## src/rtl/attopu_pkg.sv

```systemverilog
// Shared encodings for the attopu execute stage: opcodes, FSM states and fixed field widths.
package attopu_pkg;

  localparam int unsigned OP_W  = 3;
  localparam int unsigned DST_W = 2;

  typedef enum logic [OP_W-1:0] {
    OP_ADD = 3'd0,
    OP_SUB = 3'd1,
    OP_AND = 3'd2,
    OP_OR  = 3'd3,
    OP_XOR = 3'd4,
    OP_SHL = 3'd5,
    OP_SHR = 3'd6,
    OP_MUL = 3'd7
  } op_e;

  typedef enum logic [1:0] {
    ST_IDLE = 2'd0,
    ST_MUL  = 2'd1,
    ST_WB   = 2'd2
  } state_e;

endpackage

```

## src/rtl/seq_multiplier.sv

```systemverilog
// Iterative unsigned shift-add multiplier: WIDTH iterations, the first taken on the start edge.
module seq_multiplier #(
  parameter int unsigned WIDTH = 16
) (
  input  logic               clk,
  input  logic               rst,
  input  logic               start,
  input  logic [WIDTH-1:0]   a,
  input  logic [WIDTH-1:0]   b,
  output logic               done,
  output logic [2*WIDTH-1:0] product
);

  localparam int unsigned PW = 2 * WIDTH;
  localparam int unsigned CW = $clog2(WIDTH) + 1;

  logic [PW-1:0]    mcand;
  logic [WIDTH-1:0] mplier;
  logic [CW-1:0]    cnt;
  logic             running;

  // done pulses for one cycle once the WIDTH-th partial product is accumulated
  always_ff @(posedge clk or negedge rst) begin
    if (!rst) begin
      product <= '0;
      mcand   <= '0;
      mplier  <= '0;
      cnt     <= '0;
      running <= 1'b0;
      done    <= 1'b0;
    end else begin
      done <= 1'b0;
      if (start) begin
        product <= b[0] ? PW'(a) : '0;
        mcand   <= PW'(a) << 1;
        mplier  <= b >> 1;
        cnt     <= CW'(1);
        running <= 1'b1;
      end else if (running) begin
        product <= product + (mplier[0] ? mcand : '0);
        mcand   <= mcand << 1;
        mplier  <= mplier >> 1;
        cnt     <= cnt + CW'(1);
        if (cnt == CW'(WIDTH - 1)) begin
          running <= 1'b0;
          done    <= 1'b1;
        end
      end
    end
  end

endmodule

```

## src/rtl/exec_stage.sv

```systemverilog
// Execute stage: single-cycle ALU ops plus an iterative MUL, with registered write-back and flags.
module exec_stage
  import attopu_pkg::*;
#(
  parameter int unsigned WIDTH = 16
) (
  input  logic             clk,
  input  logic             rst,
  input  logic             issue_valid,
  output logic             issue_ready,
  input  logic [OP_W-1:0]  op,
  input  logic [DST_W-1:0] dst,
  input  logic [WIDTH-1:0] a,
  input  logic [WIDTH-1:0] b,
  output logic [WIDTH-1:0] wb_data,
  output logic [DST_W-1:0] wb_sel,
  output logic             wb_en,
  output logic             busy,
  output logic             flag_z,
  output logic             flag_c
);

  localparam int unsigned SW = (WIDTH > 1) ? $clog2(WIDTH) : 1;
  localparam int unsigned PW = 2 * WIDTH;

  state_e           state;
  logic [DST_W-1:0] dst_q;
  logic             fire_c;
  logic             start_c;
  logic             mul_done;
  logic [PW-1:0]    mul_product;

  logic [WIDTH:0]   add_c, sub_c, shl_c, shr_c;
  logic [SW-1:0]    shamt_c;
  logic [WIDTH-1:0] res_c;
  logic             carry_c;

  assign fire_c  = issue_valid && issue_ready;
  assign start_c = fire_c && (op_e'(op) == OP_MUL);

  seq_multiplier #(.WIDTH(WIDTH)) u_mul (
    .clk     (clk),
    .rst     (rst),
    .start   (start_c),
    .a       (a),
    .b       (b),
    .done    (mul_done),
    .product (mul_product)
  );

  // Single-cycle ALU; shifts run one bit wide so the last bit out lands at the edge
  always_comb begin
    add_c   = {1'b0, a} + {1'b0, b};
    sub_c   = {1'b0, a} - {1'b0, b};
    shamt_c = b[SW-1:0];
    shl_c   = {1'b0, a} << shamt_c;
    shr_c   = {a, 1'b0} >> shamt_c;
    res_c   = '0;
    carry_c = 1'b0;
    case (op_e'(op))
      OP_ADD: begin res_c = add_c[WIDTH-1:0]; carry_c = add_c[WIDTH]; end
      OP_SUB: begin res_c = sub_c[WIDTH-1:0]; carry_c = sub_c[WIDTH]; end
      OP_AND: res_c = a & b;
      OP_OR:  res_c = a | b;
      OP_XOR: res_c = a ^ b;
      OP_SHL: begin res_c = shl_c[WIDTH-1:0]; carry_c = shl_c[WIDTH]; end
      OP_SHR: begin res_c = shr_c[WIDTH:1];   carry_c = shr_c[0];     end
      default: begin res_c = '0; carry_c = 1'b0; end
    endcase
  end

  always_ff @(posedge clk or negedge rst) begin
    if (!rst) begin
      state       <= ST_IDLE;
      issue_ready <= 1'b1;
      busy        <= 1'b0;
      wb_en       <= 1'b0;
      wb_data     <= '0;
      wb_sel      <= '0;
      flag_z      <= 1'b0;
      flag_c      <= 1'b0;
      dst_q       <= '0;
    end else begin
      wb_en <= 1'b0;
      case (state)
        ST_IDLE, ST_WB: begin
          if (fire_c) begin
            if (start_c) begin
              state       <= ST_MUL;
              busy        <= 1'b1;
              issue_ready <= 1'b0;
              dst_q       <= dst;
            end else begin
              state   <= ST_WB;
              wb_en   <= 1'b1;
              wb_data <= res_c;
              wb_sel  <= dst;
              flag_z  <= (res_c == '0);
              flag_c  <= carry_c;
            end
          end else begin
            state <= ST_IDLE;
          end
        end
        ST_MUL: begin
          if (mul_done) begin
            state       <= ST_WB;
            busy        <= 1'b0;
            issue_ready <= 1'b1;
            wb_en       <= 1'b1;
            wb_data     <= mul_product[WIDTH-1:0];
            wb_sel      <= dst_q;
            flag_z      <= (mul_product[WIDTH-1:0] == '0);
            flag_c      <= |mul_product[PW-1:WIDTH];
          end
        end
        default: state <= ST_IDLE;
      endcase
    end
  end

endmodule

```

## config.mk

```make
export PLATFORM = sky130hd
export DESIGN_NAME = exec_stage
export DESIGN_NICKNAME = d
export VERILOG_FILES = /design/src/rtl/attopu_pkg.sv /design/src/rtl/seq_multiplier.sv /design/src/rtl/exec_stage.sv
export SDC_FILE = /design/constraint.sdc
export NUM_CORES = 1
export LEC_CHECK = 0
export ABC_AREA = 1
export CAP_MARGIN = 20
export CORE_UTILIZATION = 30
export CTS_CLUSTER_SIZE = 25
export DETAILED_ROUTE_END_ITERATION = 16
export GPL_TIMING_DRIVEN = 1
export PLACE_DENSITY = 0.58
export SYNTH_ARGS = -nofsm -noshare
export SYNTH_HDL_FRONTEND = slang
export SYNTH_HIERARCHICAL = 1
export SYNTH_SLANG_ARGS = --single-unit
```

## constraint.sdc

```tcl
create_clock -name clk -period 2.22 [get_ports clk]
set_clock_uncertainty 0.05 [all_clocks]
set_input_delay 0.222 -clock clk [delete_from_list [all_inputs] [get_ports clk]]
set_output_delay 0.222 -clock clk [all_outputs]
set_load 0.02 [all_outputs]
```

**Word level (Yosys, flattened, before mapping)**

Cells that the tools add are included.
W data, S select, Z words.

- $add $sub $neg: 4
- Eq/ne operators: 14
- Shift operators: 2
- Mux-type cells: 50
- Bitwise operators: 3
- Reductions and logical operators: 13

Operators by type and width:

| kind | count |
|---|---|
| $mux W32 | 5 |
| $pmux W16 S7 | 1 |
| $mux W16 | 6 |
| $add A32 B32 Y32 | 1 |
| $logic_not A16 Y1 | 2 |
| $pmux W16 S2 | 1 |
| $mux W1 | 21 |
| $add A16 B16 Y17 | 1 |
| $shl A16 B4 Y17 | 1 |
| $shr A17 B4 Y17 | 1 |
| $sub A16 B16 Y17 | 1 |
| $and A16 B16 Y16 | 1 |
| $or A16 B16 Y16 | 1 |
| $reduce_or A16 Y1 | 1 |
| $xor A16 B16 Y16 | 1 |
| $eq A3 B3 Y1 const B | 4 |
| $mux W2 | 6 |
| $mux W5 | 2 |
| $pmux W1 S2 | 5 |
| $pmux W2 S2 | 2 |
| $reduce_and A4 Y1 | 2 |
| $eq A3 B2 Y1 const B | 2 |
| $ne A2 B2 Y1 const B | 3 |
| $add A5 B1 Y5 const B | 1 |
| other kinds (12) | 14 |

- Flip-flop bits (word level): 114
- Input bits: 40
- Output and inout port bits: 23
- Word-level logic and storage cells: 101

**Longest topological paths before layout**

Gate-level depths: netlist (run 1).

- Word-level depth: 6
- Gate-level depth with buffers: 20
- Mapped depth without buffers: 18

**Hierarchy**

Netlist (run 1), hierarchy kept.

By module, submodules not included:

| module | times used | cells each | area each (um^2) | seq. area each (um^2) |
|---|---|---|---|---|
| seq_multiplier | 1 | 892 | 5,918.2 | 2,127.0 |
| exec_stage | 1 | 1,010 | 5,410.2 | 676.9 |

**Least setup slack after synthesis (run 1)**

No wires, ideal clock.

- Path kind: input to register
- From: in b[2]
- To: reg flag_z
- Data arrival time: 2.216 ns
- Path slack: -0.123 ns
- Stages on the path: 17
- Buffers on the path: 2
- Path through: buf_2 > inv_2 > clkbuf_1 > ha_1 > inv_1 > a21oi_1 > nand2_1 > nand2_1 > nand2_1 > nand2_1 > a21oi_1 > nor2_1 > nor2_1 > nand2_1 > nor2_1 > nand3_1 > a21oi_1

- Cells in the longest elaborated chain, start to end: 6
- Elaborated cells on any way between the ends: 12

Ends and longest elaborated chain:

| element | RTL line | source |
|---|---|---|
| from (decl) | exec_stage.sv:14 | `input logic [WIDTH-1:0] b,` |
| $sub A16 B16 Y17, or another cell as far along | exec_stage.sv:54 | `sub_c = {1'b0, a} - {1'b0, b};` |
| $pmux W16 S7 * | exec_stage.sv:60 | `case (op_e'(op))` |
| $logic_not A16 Y1 * | exec_stage.sv:98 | `flag_z <= (res_c == '0);` |
| $mux W1 * | exec_stage.sv:88 | `if (start_c) begin` |
| $mux W1 * | exec_stage.sv:87 | `if (fire_c) begin` |
| $pmux W1 S2 * | exec_stage.sv:85 | `case (state)` |
| to (signal assigned) | exec_stage.sv:98 |  |
| to (signal assigned) | exec_stage.sv:113 | `flag_z <= (mul_product[WIDTH-1:0] == '0);` |
| to (decl) | exec_stage.sv:19 | `output logic flag_z,` |

Mark *: on every way between the ends. The rest lies on a longest branch, timed or not. The select of a mux whose other input is x is not followed.
A chain may end at the register's enable or synchronous reset.

**Worst setup path in the final report (run 1)**

- From: reg u_mul.mplier[0]
- To: reg u_mul.product[21]

- Cells in the longest elaborated chain, start to end: 4

Ends and longest elaborated chain:

| element | RTL line | source |
|---|---|---|
| from (decl) | seq_multiplier.sv:18 | `logic [WIDTH-1:0] mplier;` |
| from (signal assigned) | seq_multiplier.sv:36 | `mplier <= b >> 1;` |
| from (signal assigned) | seq_multiplier.sv:42 | `mplier <= mplier >> 1;` |
| $mux W32 | seq_multiplier.sv:40 | `product <= product + (mplier[0] ? mcand : '0);` |
| $add A32 B32 Y32 | seq_multiplier.sv:40 |  |
| $mux W32 | seq_multiplier.sv:39 | `end else if (running) begin` |
| $mux W32 | seq_multiplier.sv:33 | `if (start) begin` |
| to (signal assigned) | seq_multiplier.sv:34 | `product <= b[0] ? PW'(a) : '0;` |
| to (signal assigned) | seq_multiplier.sv:40 |  |
| to (decl) | seq_multiplier.sv:11 | `output logic [2*WIDTH-1:0] product` |

Every way passes these cells. The select of a mux whose other input is x is not followed.

==> results of run 1 <==
## how the worst max path moves through the flow
stage,start,endpoint,slack (ns),cells after the start
5_1_grt,u_mul/mplier[0],u_mul/product[27],-0.20,15
6_report,u_mul/mplier[0],u_mul/product[21],-0.08,16
2_1_floorplan,b[1],flag_z,0.005,16
3_5_place_dp,b[1],wb_data[6],-0.77,13
3_3_place_gp,b[0],wb_data[6],-0.80,13
4_1_cts,a[1],flag_z,-0.04,17
## what timing repair did
item | in CTS | in global routing
setup endpoints to repair | 40 | 39
gates cloned | 0 | 3
pin swaps | 21 | 67
hold buffers | 1 | 0
resized for setup | 122 | 288
hold endpoints to repair | 111 | 0
setup buffers | 5 | 22
## cells by family after synthesis
family | count (synthesis)
AOI/OAI and AO/OA | 220
xor gates and xnor gates | 3
adders and majority gates | 87
buffers and inverters | 378
DFF | 112
and+or+nand+nor | 1102
## critical path: stages, from the launching register on
cell,delay [ns]
dfrtp_4,0.51
buf_6,0.14
nand2_2,0.05
inv_2,0.06
ha_4,0.13
inv_2,0.04
fa_2,0.37
inv_2,0.08
nand3_2,0.09
nand3_4,0.11
nand3_4,0.09
nand3_4,0.13
nand2_2,0.07
nand2_1,0.06
nand2_1,0.06
nand3_2,0.07
nand2_1,0.06
## synth_stat cells (2+ instances only)
cell type,count
nor2_1,182
a21oi_1,77
clkinv_1,2
nand2_2,5
buf_4,5
nand3_2,3
a21boi_0,2
o21ai_1,4
xnor2_1,2
buf_1,2
dfrtp_1,111
nand3b_1,4
a31oi_1,7
buf_6,5
o21ai_0,58
nor4_1,7
o22ai_1,23
buf_2,28
and2_1,6
o221ai_1,29
or2_2,10
inv_2,6
nand3_1,202
nor3_1,15
nand2_1,651
nand4_1,9
o211ai_1,8
inv_1,305
fa_1,3
ha_1,84
nor2_2,2
nor2_4,2
clkbuf_1,23
o21bai_1,5
## layout make-up
class	count	area, sq um	area share [%]
Clock buffer	10	229	1.38
Clock inverter	6	51.3	0.309
Inverter	314	1190	7.18
Multi-Input combinational cell	1412	8410	50.7
Sequential cell	112	2810	16.9
Tap cell	504	631	3.80
Timing Repair Buffer	374	3260	19.7
## state kept, by name, indices dropped and copies added, names as in the netlist
register	flops
wb_sel	2
issue_ready	1
u_mul/mplier	15
busy	1
u_mul/cnt	5
u_mul/done	1
u_mul/mcand	31
state	2
dst_q	2
wb_en	1
wb_data	16
u_mul/running	1
u_mul/product	32
flag_c	1
flag_z	1
## metrics by stage
stage	area, sq um	power (mW)	cells	setup slack, ns	hold WS [ns]
2_1_floorplan	11300	6.82	1902	0.00487	-0.124
3_3_place_gp	14500	9.78	2686	-0.795	0.317
3_5_place_dp	14500	9.88	2686	-0.766	0.317
4_1_cts	15400	11.8	2708	-0.0355	0.366
5_1_grt	16600	13.7	2732	-0.199	0.203
6_report	16600	12.8	2732	-0.0753	0.193
## power by group through the flow
stage,Combinational [mW],Clock [mW],Sequential [mW]
2_1_floorplan,3.31,0,3.51
3_3_place_gp,6.32,0,3.46
3_5_place_dp,6.40,0,3.48
4_1_cts,6.66,1.70,3.48
5_1_grt,8.25,1.76,3.66
6_report,7.61,1.64,3.56
## metal layers
metal / vias up / part of all wire (%) / track usage (%)
li1: 6661 / - / -
met1: 6444 / 45 / 33.1
met4: 2 / 3.9 / 9.58
met5: - / 0.027 / 0
met2: 461 / 45 / 38.2
met3: 86 / 6.3 / 3.28
## cells in the final DEF (no fill, tap or decap), types with 21 or more instances in the layout
cell type	count
clkdlybuf4s50_1	29
ha_1	39
nor2_2	38
o221ai_1	29
nand2_2	74
o21ai_0	49
a21oi_1	54
inv_2	41
buf_4	276
nand2_1	568
dfrtp_1	110
o22ai_1	23
a21oi_2	21
nand3_1	176
nor2_1	134
nand3_2	21
ha_4	41
inv_1	267
==> results.md, run 1 <==
- Warnings, synthesis: 6
- Startpoint types: flop
- Vias in the first global route: ~13000
- Rel. slew slack: a little over half
- Endpoint type of the worst setup path: flop
- Post-Synth XOR/XNOR Area: less than 1%
- Hold Path End: u_mul/mplier[7]
- NetSw: between 5 and 6 mW
- Post-route setup TNS: -0.500 ns
- CTS sink cnt: 112
- Power per cell area: around 770 nW/um^2
- Drt wl/cell: about 17 um
- DRT Pass-1 Iters: 6
- Initial core utilization: 30.7%
- Total die area: 38500 sq um
- Die Height: about 200 um
- Final Hold Fails: 0
- Critical path type: reg -> reg
- Syn Area/Cell: between 5 and 6 sq um
- Register area share after synthesis: between 20% and 30%
- Largest net degree at the start of global routing: between 100 and 150
- Number of remaining DRC errors: 0
- Root Buffer Master: clkbuf_16
- IO Pins: 63
- Clock share of power: between 10% and 20%
- Synth unique cells: 49
- Die width: a little under 200 um
- Area growth syn-to-layout: 46.3%
- Max Freq: approximately 440 MHz
- Synthesis-stage register bit count: approximately 110
- Maximum vdd drop: 0.000433 V
- Detailed-route via count: about 14000
- Bufs on Longest Clock Path: 2
- EDFF count, synth: 0
- WP data required: approximately 2.4 ns
- Worst-path clk slew: 0.08 ns
- Nets: between 2000 and 2500
- Latest clock arrival within the worst-skew pair: 0.37 ns
- Port bufs: between 60 and 70
- Tightest Pin Transition: about 0.68 ns
- Register share of total power: about 28%
- Prevailing post-synth register cell: dfrtp_1
- Final core occ: between 40% and 50%
- Core Box Area: roughly 37000 sq um
- Setup violators final: 11
- Synthesized area: about 11000 sq um
- CTS tree: done
- Fin worst setup slack: -0.0753 ns
- # fillers: 3767
- Leak: approximately 8.8 nW
- DRT Wirelength: 47.7 mm
- Hold path start: b[8]
- Gr usage total: between 20 and 25%
- Vias/cell: between 4 and 5
- Switching share of total power: between 40% and 50%
- Number of DRC markers in iteration 0: between 1000 and 1500
- R2R setup slack: -0.08 ns
- Fin crit share: 103%
- Unrepaired setup endpoints after global routing: yes
- Combinational Power Share: 59.4%
- Worst R2R End: u_mul/product[21]
- Largest family of logic cells by synthesized area: simple AND/OR/NAND/NOR gates
- Simple-gate share of the synthesized area: between 40% and 50%
- Share of layout cells above drive strength 1: 29.0%
- Share of Yosys cell area claimed by the top area cell type: between 20% and 30%
- Cell count of the worst reg-to-reg path: 16
- Syn nets: 2029
- Fin. max-slew vios: 0
- Compound-Gate Fraction of Synth Area: 11.5%
- Worst flop-to-flop path startpoint: u_mul/mplier[0]
- Synth Instances: 1902
- Multiplexer share of the synthesized area: 0%
- Area leader, netlist: dfrtp_1
- Status: complete, but fails checks
- Post-route ant nets: 0
- Routability cong.: 0.977
- WP data arrival: ~2.5 ns
- Initial antenna violation count: 2
- Maximum fanout along the worst path: 6
- Synth Area in Adders: 9.81%
- First-pass GRT wire length: between 70 and 80 mm
- HPWL Detailed: approximately 37 mm
- Rows: 70
- Top cells by area, synth: dfrtp_1, nand2_1, inv_1, ha_1, nand3_1
- Path category of the worst min-delay check: in -> reg
- Failing checks: negative setup slack
- Pint: approximately 7.0 mW
- Worst Hold Path Cells: 4
- Post-synthesis async set-or-reset flop share: between 90% and 100%
- Min Tclk post-route: about 2.3 ns
- Max Cap Viol: 0
- CTS buffer count: 9
- H-tree depth: 3
- GR Overflow Total: 0
- # diodes: 0
No activity file was read; power rests on OpenSTA's default activity.
==> inputs of run 2 (changes only) <==
--- a/config.mk
+++ b/config.mk
@@ -8,6 +8,7 @@
 export ABC_AREA = 1
 export CAP_MARGIN = 20
 export CORE_UTILIZATION = 30
+export CTS_CLUSTER_DIAMETER = 200
 export CTS_CLUSTER_SIZE = 25
 export DETAILED_ROUTE_END_ITERATION = 16
 export GPL_TIMING_DRIVEN = 1
==> results of run 2 <==
Final layout, timing and power as in run 1 (identical DEF).
